`src/rtl/fir_filter_mc_pkg.sv`:
```
// Shared FSM state type and arithmetic helpers for the multi-channel FIR filter.
package fir_pkg;

  typedef enum logic [1:0] {IDLE, MAC, DONE} fir_state_t;

  localparam int unsigned WIDE_W = 64;
  typedef logic signed [WIDE_W-1:0] wide_t;

  typedef struct packed {
    logic  clip;
    wide_t val;
  } rsat_t;

  function automatic int unsigned acc_w(input int unsigned dw, input int unsigned cw,
                                        input int unsigned nt);
    return dw + cw + $clog2(nt);
  endfunction

  // Round half up, then clip to a signed dw-bit range; clip flags any saturation.
  function automatic rsat_t round_sat(input wide_t acc, input int unsigned frac,
                                      input int unsigned dw);
    wide_t r;
    wide_t hi;
    wide_t lo;
    rsat_t res;
    r        = (acc + (wide_t'(1) <<< (frac - 1))) >>> frac;
    hi       = (wide_t'(1) <<< (dw - 1)) - wide_t'(1);
    lo       = -(wide_t'(1) <<< (dw - 1));
    res.clip = (r > hi) || (r < lo);
    res.val  = (r > hi) ? hi : ((r < lo) ? lo : r);
    return res;
  endfunction

endpackage

```
`src/rtl/fir_filter_mc_if.sv`:
```
// Sample, coefficient-load and result signals of the multi-channel FIR.
interface fir_filter_mc_if #(
  parameter int unsigned DATA_WIDTH = 16,
  parameter int unsigned COEF_WIDTH = 16,
  parameter int unsigned NUM_TAPS   = 29,
  parameter int unsigned NUM_CH     = 2
);
  localparam int unsigned CH_W   = (NUM_CH > 1) ? $clog2(NUM_CH) : 1;
  localparam int unsigned ADDR_W = $clog2(NUM_TAPS);

  logic signed [DATA_WIDTH-1:0] audio_in;
  logic [CH_W-1:0]              ch_in;
  logic                         valid_in;
  logic                         ready_out;
  logic                         coef_we;
  logic [ADDR_W-1:0]            coef_addr;
  logic signed [COEF_WIDTH-1:0] coef_data;
  logic                         coef_err;
  logic signed [DATA_WIDTH-1:0] filtered_audio;
  logic [CH_W-1:0]              ch_out;
  logic                         data_ready;
  logic                         sat_out;

  modport slave (
    input  audio_in, ch_in, valid_in, coef_we, coef_addr, coef_data,
    output ready_out, coef_err, filtered_audio, ch_out, data_ready, sat_out
  );

  modport master (
    output audio_in, ch_in, valid_in, coef_we, coef_addr, coef_data,
    input  ready_out, coef_err, filtered_audio, ch_out, data_ready, sat_out
  );
endinterface

```
`src/rtl/fir_coef_bank.sv`:
```
// Coefficient register file: identity response out of reset, one write port, async read.
module fir_coef_bank #(
  parameter int unsigned NUM_TAPS   = 29,
  parameter int unsigned COEF_WIDTH = 16,
  parameter int unsigned COEF_FRAC  = 14
) (
  input  logic                          clk_in,
  input  logic                          rst_in,
  input  logic                          we,
  input  logic [$clog2(NUM_TAPS)-1:0]   waddr,
  input  logic signed [COEF_WIDTH-1:0]  wdata,
  input  logic [$clog2(NUM_TAPS)-1:0]   raddr,
  output logic signed [COEF_WIDTH-1:0]  rdata_c
);
  localparam logic signed [COEF_WIDTH-1:0] COEF_ONE = COEF_WIDTH'(1 << COEF_FRAC);

  logic signed [COEF_WIDTH-1:0] coef_q [NUM_TAPS];
  logic signed [COEF_WIDTH-1:0] coef_d [NUM_TAPS];

  always_comb begin
    coef_d = coef_q;
    if (we && (32'(waddr) < NUM_TAPS)) coef_d[waddr] = wdata;
  end

  always_ff @(posedge clk_in) begin
    if (!rst_in) begin
      for (int i = 0; i < NUM_TAPS; i++) coef_q[i] <= (i == 0) ? COEF_ONE : '0;
    end else begin
      coef_q <= coef_d;
    end
  end

  assign rdata_c = coef_q[raddr];
endmodule

```
`src/rtl/fir_filter_mc.sv`:
```
// Time-multiplexed multi-channel FIR: one MAC per clock, circular per-channel delay lines,
// shared runtime-loadable coefficients, rounded/saturated channel-tagged output.
module fir_filter_mc
  import fir_pkg::*;
#(
  parameter int unsigned NUM_TAPS   = 29,
  parameter int unsigned DATA_WIDTH = 16,
  parameter int unsigned COEF_WIDTH = 16,
  parameter int unsigned COEF_FRAC  = 14,
  parameter int unsigned NUM_CH     = 2
) (
  input  logic            clk_in,
  input  logic            rst_in,
  fir_filter_mc_if.slave  bus
);
  localparam int unsigned CH_W   = (NUM_CH > 1) ? $clog2(NUM_CH) : 1;
  localparam int unsigned ADDR_W = $clog2(NUM_TAPS);
  localparam int unsigned ACC_W  = acc_w(DATA_WIDTH, COEF_WIDTH, NUM_TAPS);
  localparam int unsigned PROD_W = DATA_WIDTH + COEF_WIDTH;

  fir_state_t                   state_q, state_d;
  logic [ADDR_W-1:0]            k_q, k_d;
  logic [CH_W-1:0]              ch_q, ch_d;
  logic signed [ACC_W-1:0]      acc_q, acc_d;
  logic [ADDR_W-1:0]            wptr_q [NUM_CH];
  logic [ADDR_W-1:0]            wptr_d [NUM_CH];
  logic signed [DATA_WIDTH-1:0] delay_mem [NUM_CH][NUM_TAPS];
  logic signed [DATA_WIDTH-1:0] filt_q, filt_d;
  logic [CH_W-1:0]              ch_out_q, ch_out_d;
  logic                         ready_q, ready_d;
  logic                         drdy_q, drdy_d;
  logic                         sat_q, sat_d;
  logic                         cerr_q, cerr_d;

  logic                         coef_we_c;
  logic                         dly_we_c;
  logic [ADDR_W-1:0]            wp_c;
  logic [ADDR_W-1:0]            rd_idx_c;
  logic signed [COEF_WIDTH-1:0] coef_rd_c;
  logic signed [DATA_WIDTH-1:0] x_rd_c;
  logic signed [PROD_W-1:0]     prod_c;
  rsat_t                        rs_c;
  logic                         unused_rs_c;

  fir_coef_bank #(
    .NUM_TAPS   (NUM_TAPS),
    .COEF_WIDTH (COEF_WIDTH),
    .COEF_FRAC  (COEF_FRAC)
  ) u_coef_bank (
    .clk_in  (clk_in),
    .rst_in  (rst_in),
    .we      (coef_we_c),
    .waddr   (bus.coef_addr),
    .wdata   (bus.coef_data),
    .raddr   (k_q),
    .rdata_c (coef_rd_c)
  );

  // Tap k reads the sample written k acceptances ago: (wptr - k) mod NUM_TAPS.
  always_comb begin
    wp_c     = wptr_q[ch_q];
    rd_idx_c = (wp_c >= k_q) ? (wp_c - k_q) : (ADDR_W'(NUM_TAPS) + wp_c - k_q);
    x_rd_c   = delay_mem[ch_q][rd_idx_c];
    prod_c   = coef_rd_c * x_rd_c;
  end

  always_comb begin
    state_d   = state_q;
    k_d       = k_q;
    ch_d      = ch_q;
    acc_d     = acc_q;
    wptr_d    = wptr_q;
    filt_d    = filt_q;
    ch_out_d  = ch_out_q;
    drdy_d    = 1'b0;
    sat_d     = 1'b0;
    dly_we_c  = 1'b0;
    cerr_d    = bus.coef_we && (state_q != IDLE);
    coef_we_c = bus.coef_we && (state_q == IDLE) && (32'(bus.coef_addr) < NUM_TAPS);
    rs_c      = round_sat(wide_t'(acc_q), COEF_FRAC, DATA_WIDTH);
    unique case (state_q)
      IDLE: begin
        if (bus.valid_in && ready_q && (32'(bus.ch_in) < NUM_CH)) begin
          dly_we_c = 1'b1;
          ch_d     = bus.ch_in;
          acc_d    = '0;
          k_d      = '0;
          state_d  = MAC;
        end
      end
      MAC: begin
        acc_d = acc_q + ACC_W'(prod_c);
        k_d   = k_q + ADDR_W'(1);
        if (32'(k_q) == NUM_TAPS - 1) state_d = DONE;
      end
      DONE: begin
        filt_d         = DATA_WIDTH'(rs_c.val);
        sat_d          = rs_c.clip;
        ch_out_d       = ch_q;
        drdy_d         = 1'b1;
        wptr_d[ch_q]   = (32'(wptr_q[ch_q]) == NUM_TAPS - 1) ? '0 : wptr_q[ch_q] + ADDR_W'(1);
        state_d        = IDLE;
      end
      default: state_d = IDLE;
    endcase
    ready_d = (state_d == IDLE);
  end

  assign unused_rs_c = ^rs_c.val[WIDE_W-1:DATA_WIDTH];

  always_ff @(posedge clk_in) begin
    if (!rst_in) begin
      state_q  <= IDLE;
      k_q      <= '0;
      ch_q     <= '0;
      acc_q    <= '0;
      filt_q   <= '0;
      ch_out_q <= '0;
      ready_q  <= 1'b1;
      drdy_q   <= 1'b0;
      sat_q    <= 1'b0;
      cerr_q   <= 1'b0;
      for (int c = 0; c < NUM_CH; c++) wptr_q[c] <= '0;
    end else begin
      state_q  <= state_d;
      k_q      <= k_d;
      ch_q     <= ch_d;
      acc_q    <= acc_d;
      filt_q   <= filt_d;
      ch_out_q <= ch_out_d;
      ready_q  <= ready_d;
      drdy_q   <= drdy_d;
      sat_q    <= sat_d;
      cerr_q   <= cerr_d;
      wptr_q   <= wptr_d;
    end
  end

  // Delay-line memory: one write per accepted sample, cleared by reset.
  always_ff @(posedge clk_in) begin
    if (!rst_in) begin
      for (int c = 0; c < NUM_CH; c++)
        for (int t = 0; t < NUM_TAPS; t++) delay_mem[c][t] <= '0;
    end else if (dly_we_c) begin
      delay_mem[bus.ch_in][wptr_q[bus.ch_in]] <= bus.audio_in;
    end
  end

  assign bus.ready_out      = ready_q;
  assign bus.coef_err       = cerr_q;
  assign bus.filtered_audio = filt_q;
  assign bus.ch_out         = ch_out_q;
  assign bus.data_ready     = drdy_q;
  assign bus.sat_out        = sat_q;
endmodule

```
`src/flat_wrapper.sv`:
```
// flat-port wrapper written by rule: the top's interface ports become plain ports
module fir_filter_mc_flat import fir_pkg::*;
#(
  parameter int unsigned NUM_TAPS   = 29,
  parameter int unsigned DATA_WIDTH = 16,
  parameter int unsigned COEF_WIDTH = 16,
  parameter int unsigned COEF_FRAC  = 14,
  parameter int unsigned NUM_CH     = 2
)
  (clk_in, rst_in, bus_audio_in, bus_ch_in, bus_valid_in, bus_coef_we, bus_coef_addr, bus_coef_data, bus_ready_out, bus_coef_err, bus_filtered_audio, bus_ch_out, bus_data_ready, bus_sat_out);
  fir_filter_mc_if #(.DATA_WIDTH(DATA_WIDTH), .COEF_WIDTH(COEF_WIDTH), .NUM_TAPS(NUM_TAPS), .NUM_CH(NUM_CH)) bus_i ();
  input  logic clk_in;
  input  logic rst_in;
  input wire logic [$bits(bus_i.audio_in)-1:0] bus_audio_in;
  input wire logic [$bits(bus_i.ch_in)-1:0] bus_ch_in;
  input wire logic [$bits(bus_i.valid_in)-1:0] bus_valid_in;
  input wire logic [$bits(bus_i.coef_we)-1:0] bus_coef_we;
  input wire logic [$bits(bus_i.coef_addr)-1:0] bus_coef_addr;
  input wire logic [$bits(bus_i.coef_data)-1:0] bus_coef_data;
  output wire logic [$bits(bus_i.ready_out)-1:0] bus_ready_out;
  output wire logic [$bits(bus_i.coef_err)-1:0] bus_coef_err;
  output wire logic [$bits(bus_i.filtered_audio)-1:0] bus_filtered_audio;
  output wire logic [$bits(bus_i.ch_out)-1:0] bus_ch_out;
  output wire logic [$bits(bus_i.data_ready)-1:0] bus_data_ready;
  output wire logic [$bits(bus_i.sat_out)-1:0] bus_sat_out;
  assign bus_i.audio_in = bus_audio_in;
  assign bus_i.ch_in = bus_ch_in;
  assign bus_i.valid_in = bus_valid_in;
  assign bus_i.coef_we = bus_coef_we;
  assign bus_i.coef_addr = bus_coef_addr;
  assign bus_i.coef_data = bus_coef_data;
  assign bus_ready_out = bus_i.ready_out;
  assign bus_coef_err = bus_i.coef_err;
  assign bus_filtered_audio = bus_i.filtered_audio;
  assign bus_ch_out = bus_i.ch_out;
  assign bus_data_ready = bus_i.data_ready;
  assign bus_sat_out = bus_i.sat_out;
  fir_filter_mc #(.NUM_TAPS(NUM_TAPS), .DATA_WIDTH(DATA_WIDTH), .COEF_WIDTH(COEF_WIDTH), .COEF_FRAC(COEF_FRAC), .NUM_CH(NUM_CH)) u_core (.clk_in(clk_in), .rst_in(rst_in), .bus(bus_i));
endmodule
```
`config.mk`:
```
export PLATFORM = sky130hd
export DESIGN_NAME = fir_filter_mc_flat
export DESIGN_NICKNAME = d
export VERILOG_FILES = /design/src/rtl/fir_filter_mc_pkg.sv /design/src/rtl/fir_filter_mc_if.sv /design/src/rtl/fir_coef_bank.sv /design/src/rtl/fir_filter_mc.sv /design/src/flat_wrapper.sv
export SDC_FILE = /design/constraint.sdc
export NUM_CORES = 2
export LEC_CHECK = 0
export CAP_MARGIN = 10
export CORE_UTILIZATION = 60
export DETAILED_ROUTE_END_ITERATION = 16
export DONT_BUFFER_PORTS = 1
export PLACE_DENSITY = 0.74
export RECOVER_POWER = 50
export SLEW_MARGIN = 40
export SYNTH_ARGS = -nofsm -noshare
export SYNTH_HDL_FRONTEND = slang
export SYNTH_SLANG_ARGS = --single-unit
```
`constraint.sdc`:
```
create_clock -name clk_in -period 23.1 [get_ports clk_in]
set_input_delay 2.31 -clock clk_in [delete_from_list [all_inputs] [get_ports clk_in]]
set_output_delay 2.31 -clock clk_in [all_outputs]
set_load 0.02 [all_outputs]
```
# Yosys cells after proc, flatten, opt, wreduce, memory -nomap -nowiden
# Memory sizes are Yosys's and may differ from the RTL's. A register that Yosys moved wholly into a read port is not among the register bits.
# Index checks and enable logic that the tools add are counted.
# word_totals
mem_bits_rw	928
input_bits	42
word_cells	134
register_bits	540
romBits	0
latchBits	0
mem_count	1
out_inout_bits	21
# memory_table
name	depth	width	read_ports	rd_clocked_by_memory_dff	wr	line	rtl
u_core.delay_mem	2	464	1	1	2	fir_filter_mc.sv:27	logic signed [DATA_WIDTH-1:0] delay_mem [NUM_CH][NUM_TAPS];
# classes
reduce_logical	17
n_mux	43
add_sub_neg	7
n_shift	0
bitwise	6
n_div	0
multipliers	1
magnitude_cmp	13
n_eq_ne	5
# ops
op	count
$mux W464	3
$bwmux W464	1
$reduce_or A464 Y1	1
$bmux W16 S5	2
$demux W16 S5	2
$mux W16	8
$pmux W37 S2	1
$mux W5	10
$add A37 B15 Y38 const B	1
$add A37 B32 Y37	1
$mux W37	1
$mul A16 B16 Y32	1
$ge A6 B6 Y1 const B	4
$gt A24 B16 Y1 const B	1
$lt A24 B16 Y1 const B	1
$not A5 Y6	4
$lt A6 B1 Y1 const B	2
$add A5 B1 Y5 const B	2
$bwmux W10	1
$eq A5 B5 Y1 const B	2
$pmux W5 S2	1
$sub A5 B5 Y5	2
$mux W1	9
$logic_and A1 B1 Y1	8
16 further kinds	23

# Depth between registers and ports, before layout
# logic_depth
word_depth	14
depth_mapped	46
depth_no_buf	38

# Cells and area by module
# A second synthesis with hierarchy kept.
# hier_totals
cells_unflattened	6504
area_unflattened_um2	75856.5
# by_module_without_submodules
mod	instances	seq_area_each_um2	area_each_um2	cells_per_inst
fir_filter_mc	1	29408.2	54066.9	4078
fir_coef_bank	1	9288.9	21789.6	2426

# Least setup slack after synthesis
# OpenSTA, ideal clock, no wires.
# synth_path
kind	reg2reg
start	reg u_core.k_q[1]
end	reg u_core.acc_q[36]
path_buffers	8
setup_ns	0.060
t_arrival_ns	10.210
stages_incl_launch_ff	44
period_less_slack_ns	10.270
setup_slack_ns	12.830
t_required_ns	23.040
path_cell_list	dfxtp_1 -> buf_2 -> buf_2 -> buf_1 -> buf_1 -> inv_1 -> ha_1 -> inv_1 -> ha_1 -> inv_1 -> fa_1 -> xor2_1 -> o21ai_0 -> o21ai_1 -> buf_2 -> buf_1 -> clkbuf_1 -> a31oi_1 -> (+8 left out) -> inv_1 -> fa_1 -> inv_1 -> fa_1 -> inv_1 -> fa_1 -> ha_1 -> and3_1 -> nand3_1 -> or4_1 -> and2_1 -> o2111ai_1 -> a31oi_1 -> o21ai_0 -> a31oi_1 -> or4b_1 -> nand4_1 -> a41o_1
# synth_via
elab_chain_len	9
word_cells_on_any_way	15
classes_between	add/sub (3); mul (1); order compare (1); mux (8); bitwise (2)
# synth_lines
element	line	rtl
start, declared	fir_filter_mc.sv:22	logic [ADDR_W-1:0] k_q, k_d;
start signal, assigned	fir_filter_mc.sv:126	k_q <= k_d;
$sub A5 B5 Y5 or $ge A5 B5 Y1 (tied branches)	fir_filter_mc.sv:62	rd_idx_c = (wp_c >= k_q) ? (wp_c - k_q) : (ADDR_W'(NUM_TAPS) + wp_c - k_q);
$mux W5	fir_filter_mc.sv:62	
$not A5 Y6 (not written as such)	fir_filter_mc.sv:63	x_rd_c = delay_mem[ch_q][rd_idx_c];
$bmux W16 S5	fir_filter_mc.sv:63	
$mux W16 (not written as such) (2 in series)	fir_filter_mc.sv:63	
$mul A16 B16 Y32 (*)	fir_filter_mc.sv:64	prod_c = coef_rd_c * x_rd_c;
$add A37 B32 Y37 (*)	fir_filter_mc.sv:92	acc_d = acc_q + ACC_W'(prod_c);
$pmux W37 S2 (*)	fir_filter_mc.sv:81	unique case (state_q)
end signal, assigned	fir_filter_mc.sv:116	acc_q <= '0;
end signal, assigned	fir_filter_mc.sv:128	acc_q <= acc_d;
end, declared	fir_filter_mc.sv:24	logic signed [ACC_W-1:0] acc_q, acc_d;
# Every way passes the cells marked *; elsewhere a longest branch is shown, timed or not. The select of a mux whose other input is x is not followed.
# A chain may end at the register's enable or synchronous reset.

# Final worst setup path
# layout_path
start	reg u_core.ch_q
end	reg u_core.acc_q[36]
# layout_via
elab_chain_len	14
word_cells_on_any_way	16
classes_between	add/sub (4); mul (1); order compare (1); mux (8); bitwise (2)
# layout_lines
element	line	rtl
start, declared	fir_filter_mc.sv:23	logic [CH_W-1:0] ch_q, ch_d;
start signal, assigned	fir_filter_mc.sv:127	ch_q <= ch_d;
$not A1 Y2 (not written as such) (*)	fir_filter_mc.sv:61	wp_c = wptr_q[ch_q];
$mux W5 (not written as such) (*) (3 in series)	fir_filter_mc.sv:61	
$add A5 B5 Y5	fir_filter_mc.sv:62	
$sub A5 B5 Y5	fir_filter_mc.sv:62	
$mux W5 (*)	fir_filter_mc.sv:62	
$not A5 Y6 (not written as such) (*)	fir_filter_mc.sv:63	
$bmux W16 S5 (*)	fir_filter_mc.sv:63	
$mux W16 (not written as such) (*) (2 in series)	fir_filter_mc.sv:63	
$mul A16 B16 Y32 (*)	fir_filter_mc.sv:64	
$add A37 B32 Y37 (*)	fir_filter_mc.sv:92	
$pmux W37 S2 (*)	fir_filter_mc.sv:81	
# Marks and branches as above.

==> impl_metrics.prom <==
# TYPE chip_impl_metric gauge
chip_impl_metric{name="yosysSeqAreaShare",unit="%"} 51.23
chip_impl_metric{name="synth_fa_ha_area_share",unit="%"} 10.58
chip_impl_metric{name="synth.net_count",unit=""} 7043
chip_impl_metric{name="worst_skew_pair.late_latency",unit="ns"} 0.81
chip_impl_metric{name="synth_simple_gate_area_share",unit="%"} 13.48
chip_impl_metric{name="yosys.area_share.xor_xnor",unit="%"} 0.6610
chip_impl_info{name="synth.cells.most_frequent",value="1421 x sky130_fd_sc_hd__nand2_1, 928 x sky130_fd_sc_hd__edfxtp_1, 562 x sky130_fd_sc_hd__nor2_1, 541 x sky130_fd_sc_hd__dfxtp_1, 488 x sky130_fd_sc_hd__a21boi_0"} 1
chip_impl_metric{name="hold_viol_final",unit=""} 0
chip_impl_metric{name="first_global_vias",unit=""} 52110
chip_impl_metric{name="pin_count_of_the_biggest_net_entering_global_routing",unit=""} 573
chip_impl_metric{name="total_of_endpoints_with_negative_setup_slack_in_the_final_report",unit=""} 0
chip_impl_metric{name="power-per-cell-area",unit="nW/um2"} 84.49
chip_impl_metric{name="max-slew-margin-rel",unit="%"} -439.2
chip_impl_metric{name="drv_cap",unit=""} 23
chip_impl_metric{name="core_area",unit="um2"} 124300
chip_impl_metric{name="floorplan.die.height",unit="um"} 356.8
chip_impl_metric{name="critical-path-max-stage-delay",unit="ns"} 0.63
chip_impl_metric{name="asyncSetResetFlopFracSynth",unit="%"} 0
chip_impl_metric{name="synth_cell_types",unit=""} 83
chip_impl_info{name="synthMostInstantiatedCell",value="sky130_fd_sc_hd__nand2_1"} 1
chip_impl_metric{name="post_drt_via_cell_ratio",unit=""} 6.466
chip_impl_info{name="clock_root_cell",value="sky130_fd_sc_hd__clkbuf_16"} 1
chip_impl_metric{name="finalSetupTns",unit="ns"} 0
chip_impl_metric{name="vdd.ir_drop.worst",unit="uV"} 74.72
chip_impl_metric{name="min_period_over_period",unit="%"} 53.94
chip_impl_metric{name="die-width",unit="um"} 356.8
chip_impl_info{name="postSynth.topFlopCell",value="sky130_fd_sc_hd__edfxtp_1"} 1
chip_impl_metric{name="htree_levels",unit=""} 4
chip_impl_metric{name="multi_input_comb_area",unit="um2"} 33660
chip_impl_metric{name="cts_sinks",unit=""} 1469
chip_impl_info{name="synth_area_leaders",value="sky130_fd_sc_hd__edfxtp_1 37%, sky130_fd_sc_hd__dfxtp_1 14%, sky130_fd_sc_hd__mux4_2 10%"} 1
chip_impl_metric{name="cp_data_arrival_time",unit="ns"} 13.20
chip_impl_metric{name="routed_wirelength",unit="mm"} 219.9
chip_impl_metric{name="finalMaxSlewViolations",unit=""} 1035
chip_impl_info{name="cp-start-kind",value="flop"} 1
chip_impl_metric{name="postCtsResizedCells",unit=""} 0
chip_impl_metric{name="die_footprint",unit="um2"} 127300
chip_impl_metric{name="ys_seq_elements",unit=""} 1469
chip_impl_metric{name="quantity_of_hold_fixing_buffers_added_after_cts",unit=""} 0
chip_impl_metric{name="postSynthAreaPerCell",unit="um2"} 11.52
chip_impl_metric{name="critical_path_buf_inv_count",unit=""} 9
chip_impl_metric{name="area_of_the_mapped_netlist",unit="um2"} 75530
chip_impl_metric{name="critPathMaxFanout",unit=""} 90
chip_impl_info{name="failed_checks",value="max-capacitance violations, max-slew violations"} 1
chip_impl_metric{name="synth_enable_flop_cells",unit=""} 928
chip_impl_metric{name="filler_cell_count",unit=""} 9114
chip_impl_metric{name="gp_congestion",unit=""} 0.9208
chip_impl_metric{name="drc",unit=""} 0
chip_impl_metric{name="hpwl",unit="mm"} 136.2
chip_impl_metric{name="route.antenna.remaining_nets",unit=""} 0
chip_impl_metric{name="vias",unit=""} 52710
chip_impl_metric{name="drt-wirelength-per-cell",unit="um"} 26.98
chip_impl_metric{name="synth_cells",unit=""} 6555
chip_impl_metric{name="actual_transition_at_the_worst_max_transition_pin",unit="ns"} 8.088
chip_impl_metric{name="clkSlewWorstSetupHoldPaths",unit="ns"} 0.06
chip_impl_metric{name="grt.overflow.total",unit=""} 0
chip_impl_metric{name="yosys_warnings",unit=""} 0
chip_impl_metric{name="layout.nets",unit=""} 6884
chip_impl_metric{name="synth_compound_gate_area_share",unit="%"} 8.324
chip_impl_metric{name="floorplan.initialDensity",unit="%"} 60.77
chip_impl_metric{name="power.leakage",unit="nW"} 30.15
chip_impl_metric{name="maxClockFrequency",unit="MHz"} 80.25
chip_impl_metric{name="tritoncts.num_buffers",unit=""} 152
chip_impl_info{name="path_type_of_the_worst_min_delay_path",value="flop to flop"} 1
chip_impl_info{name="setup_repair_after_global_routing_missed_its_margin",value="false"} 1
chip_impl_metric{name="io_buffers",unit=""} 0
chip_impl_info{name="run_status",value="complete, but fails checks"} 1
chip_impl_metric{name="layout_min_cycle_time",unit="ns"} 12.46
chip_impl_metric{name="syn2layout_area_growth",unit="%"} 8.574
chip_impl_info{name="cpLargestDelayFamily",value="adder cells"} 1
chip_impl_metric{name="drt_pre_antenna_iters",unit=""} 9
chip_impl_metric{name="rows",unit=""} 129
chip_impl_info{name="yosysTopAreaCell",value="sky130_fd_sc_hd__edfxtp_1"} 1
chip_impl_info{name="critical-path-slowest-cell",value="sky130_fd_sc_hd__nor2_8"} 1
chip_impl_metric{name="clockBufferDepth",unit=""} 3
chip_impl_metric{name="detail_route.iter0.violations",unit=""} 7543
chip_impl_metric{name="yosysTopAreaCellShare",unit="%"} 36.89
chip_impl_metric{name="crit_required",unit="ns"} 23.84
chip_impl_metric{name="antenna_found_initial",unit=""} 6
chip_impl_metric{name="synthMuxAreaShare",unit="%"} 11.20
chip_impl_info{name="crit_path_end_kind",value="flop"} 1
chip_impl_metric{name="cts_post_setup_buffers_inserted",unit=""} 0
chip_impl_info{name="tritoncts_clock_tree",value="done"} 1
chip_impl_info{name="synth_top_family_by_area",value="simple AND/OR/NAND/NOR gates"} 1
chip_impl_metric{name="drive_above_1_share",unit="%"} 11.64
chip_impl_metric{name="final-seq-area",unit="um2"} 38710
chip_impl_info{name="timing.setup.critical_path_class",value="flop to flop"} 1
chip_impl_metric{name="global_route.usage.total",unit="%"} 34.93
chip_impl_metric{name="num_io_pins",unit=""} 63
chip_impl_metric{name="power.total",unit="mW"} 6.928
chip_impl_metric{name="skew",unit="ns"} 0.02766
chip_impl_metric{name="grt_first_pass_wirelength",unit="mm"} 329.2
placed cells by master (no fill, tap or decap), drive strengths merged, types with 16 or more instances in the layout:
cell type  synthesis  layout
ha               125     125
mux2i             68      68
mux4             342     342
and2             100     100
dfxtp            541     541
a311oi            22      22
xnor2             36      36
o21ai             71      71
clkinv             2      53
edfxtp           928     928
a211oi            18      18
a21o              39      39
nand3            130     130
a21boi           488     488
clkbuf           333     242
nor2             564     564
xor2              21      21
a21oi            117     117
nand2           1422    1422
a31oi             37      37
inv              392     396
buf              124     104
nand2b            17      17
fa               321     321
a221oi            16      16
nor2b             19      19
and3             112     112
cells by family (layout without fill, tap and decap cells):
group | count (synthesis) | in the layout
AO/OA/AOI/OAI | 882 | 882
XOR/XNOR | 57 | 57
adder cells (fa/ha/maj) | 446 | 446
buffers and inverters | 851 | 810
flip-flops | 1469 | 1469
multiplexers | 417 | 417
other | 0 | 1
AND/OR/NAND/NOR | 2433 | 2433
path summary, 6_finish.rpt:
kind | start | cells past startpoint | end | slack, ns
worst max-delay path | u_core.ch_q | 40 | u_core.acc_q[36] | 10.64
worst min-delay path | u_core.u_coef_bank.coef_q[255] | 2 | u_core.u_coef_bank.coef_q[255] | 0.46
worst max register to register | u_core.ch_q | 40 | u_core.acc_q[36] | 10.64
worst min register to register | u_core.u_coef_bank.coef_q[255] | 2 | u_core.u_coef_bank.coef_q[255] | 0.46
worst reg2reg max path, delay by kind of cell (launching register included):
family,cells,cell delay (ns)
fa+ha+maj,8,3.76
flops,1,0.58
compound gates,10,2.61
buf+inv,9,1.60
mux,3,1.27
simple gates,10,2.58
layout make-up:
type / instances / area share, %
multi-input combinational: 4235 / 41.05
clock inverter: 70 / 0.9749
clock buffer: 202 / 5.133
timing repair buffer: 144 / 1.332
antenna: 1 / 0.003051
tap: 1637 / 2.498
inverter: 394 / 1.808
sequential: 1469 / 47.20
registers in the layout (all words and copies together) (netlist names), named ones only:
name                       flops
u_core.delay_mem             928
u_core.u_coef_bank.coef_q    464
u_core.acc_q                  37
u_core.bus.filtered_audio     16
u_core.wptr_q                 10
u_core.k_q                     5
u_core.state_q                 2
u_core.bus.ch_out              1
u_core.bus.coef_err            1
u_core.bus.data_ready          1
u_core.bus.ready_out           1
u_core.bus.sat_out             1
u_core.ch_q                    1
power by group:
part           total [mW]  internal (mW)  switching, mW  leakage (nW)
Combinational        1.44          0.537          0.899          14.0
Sequential           3.00           2.93         0.0659          13.7
Clock                2.49           1.42           1.07          2.44
routing by layer:
metal  up-vias  GRT usage [%]  routed length [um]
li1      22310              -                   -
met1     26200          47.02               80340
met2      3534          53.36              100300
met3       666          9.212               27950
met4         4          16.15               11340
met5         -              0                  23
through the flow:
| step | cell area [um2] | std cells | hold slack (ns) | worst slack, ns | util, % |
|---|---|---|---|---|---|
| floorplan | 75530 | 6555 | 0.4326 | 12.83 | - |
| CTS | 82080 | 8146 | 0.4634 | 10.90 | 66.05 |
| detailed placement | 77080 | 7874 | 0.4563 | 10.96 | 62.02 |
| finish | 82010 | 8152 | 0.4645 | 10.64 | 65.99 |
| global route | 82000 | 8151 | 0.4827 | 10.22 | 65.98 |
| global placement | 76900 | 7872 | 0.4477 | 11.22 | 61.87 |
Note: power is estimated with default switching activity, not from simulation.
